`src/rtl/piso_pkg.sv`:
```
// Shared types and constants for the parallel-in, serial-out transmitter.
package piso_pkg;

   typedef enum logic {IDLE, SHIFT} piso_state_t;

   localparam int PISO_WIDTH_DEFAULT = 4;

endpackage

```
`src/rtl/piso_bit_counter.sv`:
```
// Bit position counter for the serializer: sync clear, increment enable,
// terminal count at WIDTH-1.
module piso_bit_counter
   import piso_pkg::*;
#(
   parameter int WIDTH = PISO_WIDTH_DEFAULT,
   parameter int CNT_W = $clog2(WIDTH)
) (
   input  logic clk,
   input  logic rst,
   input  logic clr,
   input  logic inc,
   output logic tc
);

   logic [CNT_W-1:0] count;

   always_ff @(posedge clk) begin
      if (rst || clr) begin
         count <= '0;
      end else if (inc) begin
         count <= count + CNT_W'(1);
      end
   end

   assign tc = (count == CNT_W'(WIDTH - 1));

endmodule

```
`src/rtl/piso_serializer.sv`:
```
// Parallel-in, serial-out transmitter: bit 0 first, one bit per shift_en cycle,
// back-to-back words with no bubble when the next word is waiting.
//
//   state | meaning
//   IDLE  | no word held, ready to accept a new one
//   SHIFT | presenting shreg[0]; advances only when shift_en is high
module piso_serializer
   import piso_pkg::*;
#(
   parameter int WIDTH = PISO_WIDTH_DEFAULT
) (
   input  logic             clk,
   input  logic             rst,
   input  logic [WIDTH-1:0] load_data,
   input  logic             load_valid,
   output logic             load_ready,
   input  logic             shift_en,
   output logic             serial_out,
   output logic             serial_valid,
   output logic             serial_last,
   output logic             busy
);

   localparam int CNT_W = $clog2(WIDTH);

   piso_state_t      state;
   piso_state_t      state_nxt;
   logic [WIDTH-1:0] shreg;
   logic             do_load;
   logic             do_shift;
   logic             cnt_clr;
   logic             cnt_inc;
   logic             cnt_tc;

   always_ff @(posedge clk) begin
      if (rst) begin
         state <= IDLE;
      end else begin
         state <= state_nxt;
      end
   end

   always_comb begin
      state_nxt  = state;
      load_ready = 1'b0;
      do_load    = 1'b0;
      do_shift   = 1'b0;
      cnt_clr    = 1'b0;
      cnt_inc    = 1'b0;
      case (state)
         IDLE: begin
            load_ready = 1'b1;
            if (load_valid) begin
               do_load   = 1'b1;
               cnt_clr   = 1'b1;
               state_nxt = SHIFT;
            end
         end
         SHIFT: begin
            if (shift_en) begin
               if (cnt_tc) begin
                  load_ready = 1'b1;
                  cnt_clr    = 1'b1;
                  if (load_valid) begin
                     do_load = 1'b1;
                  end else begin
                     // final shift empties shreg so serial_out returns to 0 in IDLE
                     do_shift  = 1'b1;
                     state_nxt = IDLE;
                  end
               end else begin
                  do_shift = 1'b1;
                  cnt_inc  = 1'b1;
               end
            end
         end
         default: state_nxt = IDLE;
      endcase
   end

   always_ff @(posedge clk) begin
      if (rst) begin
         shreg <= '0;
      end else if (do_load) begin
         shreg <= load_data;
      end else if (do_shift) begin
         shreg <= {1'b0, shreg[WIDTH-1:1]};
      end
   end

   piso_bit_counter #(
      .WIDTH (WIDTH),
      .CNT_W (CNT_W)
   ) u_bit_counter (
      .clk (clk),
      .rst (rst),
      .clr (cnt_clr),
      .inc (cnt_inc),
      .tc  (cnt_tc)
   );

   assign serial_out   = shreg[0];
   assign serial_valid = (state == SHIFT);
   assign busy         = (state == SHIFT);
   assign serial_last  = (state == SHIFT) && cnt_tc;

endmodule
```
`config.mk`:
```
export PLATFORM = sky130hd
export DESIGN_NAME = piso_serializer
export DESIGN_NICKNAME = d
export VERILOG_FILES = /design/src/rtl/piso_pkg.sv /design/src/rtl/piso_bit_counter.sv /design/src/rtl/piso_serializer.sv
export SDC_FILE = /design/constraint.sdc
export NUM_CORES = 1
export LEC_CHECK = 0
export CAP_MARGIN = 25
export CORE_AREA = 2 2 39 41
export CTS_BUF_LIST = sky130_fd_sc_hd__clkbuf_4 sky130_fd_sc_hd__clkbuf_8
export CTS_CLUSTER_SIZE = 30
export DETAILED_ROUTE_END_ITERATION = 16
export DIE_AREA = 0 0 41 43
export PLACE_DENSITY = 0.52
export SKIP_CTS_REPAIR_TIMING = 1
export SYNTH_ARGS = -nofsm -noshare
export SYNTH_HDL_FRONTEND = slang
export SYNTH_SLANG_ARGS = --single-unit
```
`constraint.sdc`:
```
create_clock -name clk -period 2.15 [get_ports clk]
set_input_delay 0.645 -clock clk [delete_from_list [all_inputs] [get_ports clk]]
set_output_delay 0.645 -clock clk [all_outputs]
set_load 0.005 [all_outputs]
```
==> results.sh <==
export IMPL_status="completed"
export IMPL_internal_power_uw=248
export IMPL_grt_usage_pct=12.1
export IMPL_synthDistinctLibCells=18
export IMPL_clk_pin_slew_ns=0.06
export IMPL_cts_num_sinks=7
export IMPL_r2r_start="busy"
export IMPL_grt_pass1_wl_mm=1.39
export IMPL_swShare_pct=25.6
export IMPL_clock_latency_ns=0.26
export IMPL_whs_endpoint="u_bit_counter.count[1]"
export IMPL_grt_overflow_total=0
export IMPL_worst_hold_path_type="reg -> reg"
export IMPL_fin_crit_sh_pct=96.4
export IMPL_synth_seq_cells=7
export IMPL_design_area_sq_um=573
export IMPL_cts_tree="built"
export IMPL_clock_power_share_pct=36.1
export IMPL_p_seq_share_pct=43.4
export IMPL_viasPerCell=4.63
export IMPL_synth_nets=51
export IMPL_ys_seq_area_share_pct=36.5
export IMPL_grt_setup_unrepaired="false"
export IMPL_wl_um=873
export IMPL_nNetsFinal=69
export IMPL_regArea_sq_um=143
export IMPL_cap_viol_max_count=0
export IMPL_final_common_cell="clkdlybuf4s50_1"
export IMPL_avgSynthCellArea_sq_um=9.15
export IMPL_drtAntennaViolNets=0
export IMPL_cts_root_buffer="clkbuf_4"
export IMPL_h_tree_depth=1
export IMPL_r2r_end="shreg[1]"
export IMPL_maxSlewViolCount=0
export IMPL_row_count=14
export IMPL_min_path_cells=2
export IMPL_worstPathArrival_ns=1.43
export IMPL_synth_top_area_cell="dfxtp_1"
export IMPL_leakagePower_uw=0.000249
export IMPL_slowest_stage="clkdlybuf4s50_1"
export IMPL_clock_path_buffers=2
export IMPL_ioPinCount=13
export IMPL_die_x_um=41
export IMPL_powerDensity_nw_per_um2=582
export IMPL_die_h_um=43
export IMPL_synth_top_area_share_pct=36.5
export IMPL_multi_input_area_sq_um=234
export IMPL_antennaDiodeCount=0
export IMPL_placed_area_sq_um=528
export IMPL_clock_skew_ns=0.00824
export IMPL_cp_max_fo=2
export IMPL_worst_pin_slew_ns=0.338
export IMPL_netlist_top_cells_area="dfxtp_1 (36%), mux2i_1 (10%), a2111oi_1 (7.8%)"
export IMPL_drt_iter0_markers=4
export IMPL_utilization_pct=41.4
export IMPL_ir_drop_v=0.000430
export IMPL_io_buffers=12
export IMPL_min_period_ns=2.07
export IMPL_fin_tns_setup_ns=0
export IMPL_reg2reg_depth=4
export IMPL_max_freq_mhz=483
export IMPL_grt_pass1_vias=344
export IMPL_dp_hpwl_um=671
export IMPL_hold_viol=0
export IMPL_final_cell_mix="clkdlybuf4s50_1 (11), nor2_1 (7), dfxtp_1 (5), nand2b_1 (4), mux2i_1 (4)"
export IMPL_synth_area_sq_um=384
export IMPL_fillerInstances=155
export IMPL_layout_drive_gt1_share_pct=22.0
export IMPL_cp_cell_sequence="dlymetal6s2s_1 -> a21bo_2 -> clkdlybuf4s50_1"
export IMPL_cts_buffers=3
export IMPL_initial_core_util_pct=27.8
export IMPL_p_comb_share_pct=20.5
export IMPL_core_area_sq_um=1380
export IMPL_ys_warn_count=0
export IMPL_power_switching_uw=85.4
export IMPL_worstSetupPathType="in -> out"
export IMPL_slew_headroom_pct=77.4
export IMPL_drc=0
export IMPL_grt_max_degree=8
export IMPL_gp_congestion=0.686
export IMPL_finalSetupViolations=0
export IMPL_cp_data_required_time_ns=1.50
export IMPL_vias=347
export IMPL_dr_pass1_iters=2
export IMPL_crit_path_max_incr_delay_ns=0.44
export IMPL_grt_antenna_before_repair=0
export IMPL_r2r_slack_ns=0.85
export IMPL_syn_inst=42
export IMPL_hold_start="u_bit_counter.count[1]"
export IMPL_die_area_sq_um=1760
export IMPL_wl_per_cell_um=11.6
export IMPL_area_delta_synth_final_pct=49.2
export IMPL_start_kind="input pin"
export IMPL_cp_end_kind="output pin"
[cells by family (layout without fill, tap and decap cells)]
group | count (synthesis) | count (layout) | share of synthesized area, %
adder cells (fa/ha/maj) | 1 | 1 | 3.26
buffers and inverters | 3 | 20 | 5.86
AND/OR/NAND/NOR | 18 | 18 | 23.5
AO/OA/AOI/OAI | 8 | 8 | 16.6
flip-flops | 7 | 7 | 36.5
multiplexers | 5 | 5 | 14.3
[critical path, delay by kind of cell]
family                 cells  cell delay [ns]
buffers and inverters      2             0.58
AO/OA/AOI/OAI              1             0.20
[worst max-delay path by stage]
stage                            from    endpoint  slack, ns  depth (start not counted)
2_1_floorplan                shift_en  load_ready       0.67                          1
3_3_place_gp                 shift_en  load_ready      -0.28                          3
3_5_place_dp                 shift_en  load_ready      -0.28                          3
4_1_cts                      shift_en  load_ready      -0.28                          3
5_1_grt        u_bit_counter.count[0]  load_ready       0.03                          3
6_report                     shift_en  load_ready       0.08                          3
[metrics by stage]
step	hold slack, ns	total power [uW]	setup slack, ns	instances
floorplan	0.430	179	0.670	42
global placement	0.447	215	-0.277	71
detailed placement	0.453	216	-0.280	71
CTS	0.463	342	-0.280	75
global route	0.490	361	0.0262	75
finish	0.480	334	0.0782	75
[cell type report]
type | count | share of cell area, %
multi-input cells | 32 | 40.8
clock buffers | 3 | 3.93
inverters | 1 | 0.655
well taps | 16 | 3.49
repair buffers | 15 | 25.3
clock inverters | 1 | 0.873
flip-flops and latches | 7 | 24.9
[layer usage]
metal	part of all wire (%)	track usage (%)	vias to the layer above
met3	5.7	7.85	0
met2	51	18.4	8
li1	-	-	182
met5	0	0	-
met1	43	13.2	157
met4	0	4.00	0
[state kept, by name, indices dropped and copies added, names as in the netlist]
signal               cells
shreg                    4
busy                     1
u_bit_counter.count      2
[Yosys cell counts (all sizes together)]
master,count
and2,1
or3,1
buf,2
a21bo,1
dfxtp,7
a21oi,3
a2111oi,3
nand2,4
a32oi,1
inv,1
mux2,1
nor2,7
mux2i,4
ha,1
nand2b,4
nand4b,1
[power groups by stage]
stage	Combinational (uW)	Sequential (uW)	Clock (uW)
floorplan	33.6	146	0
detailed placement	68.7	147	0
CTS	69.2	144	129
finish	68.5	145	121
global placement	68.6	147	0
global route	75.2	146	140
Power figures use the tool's default switching activity.
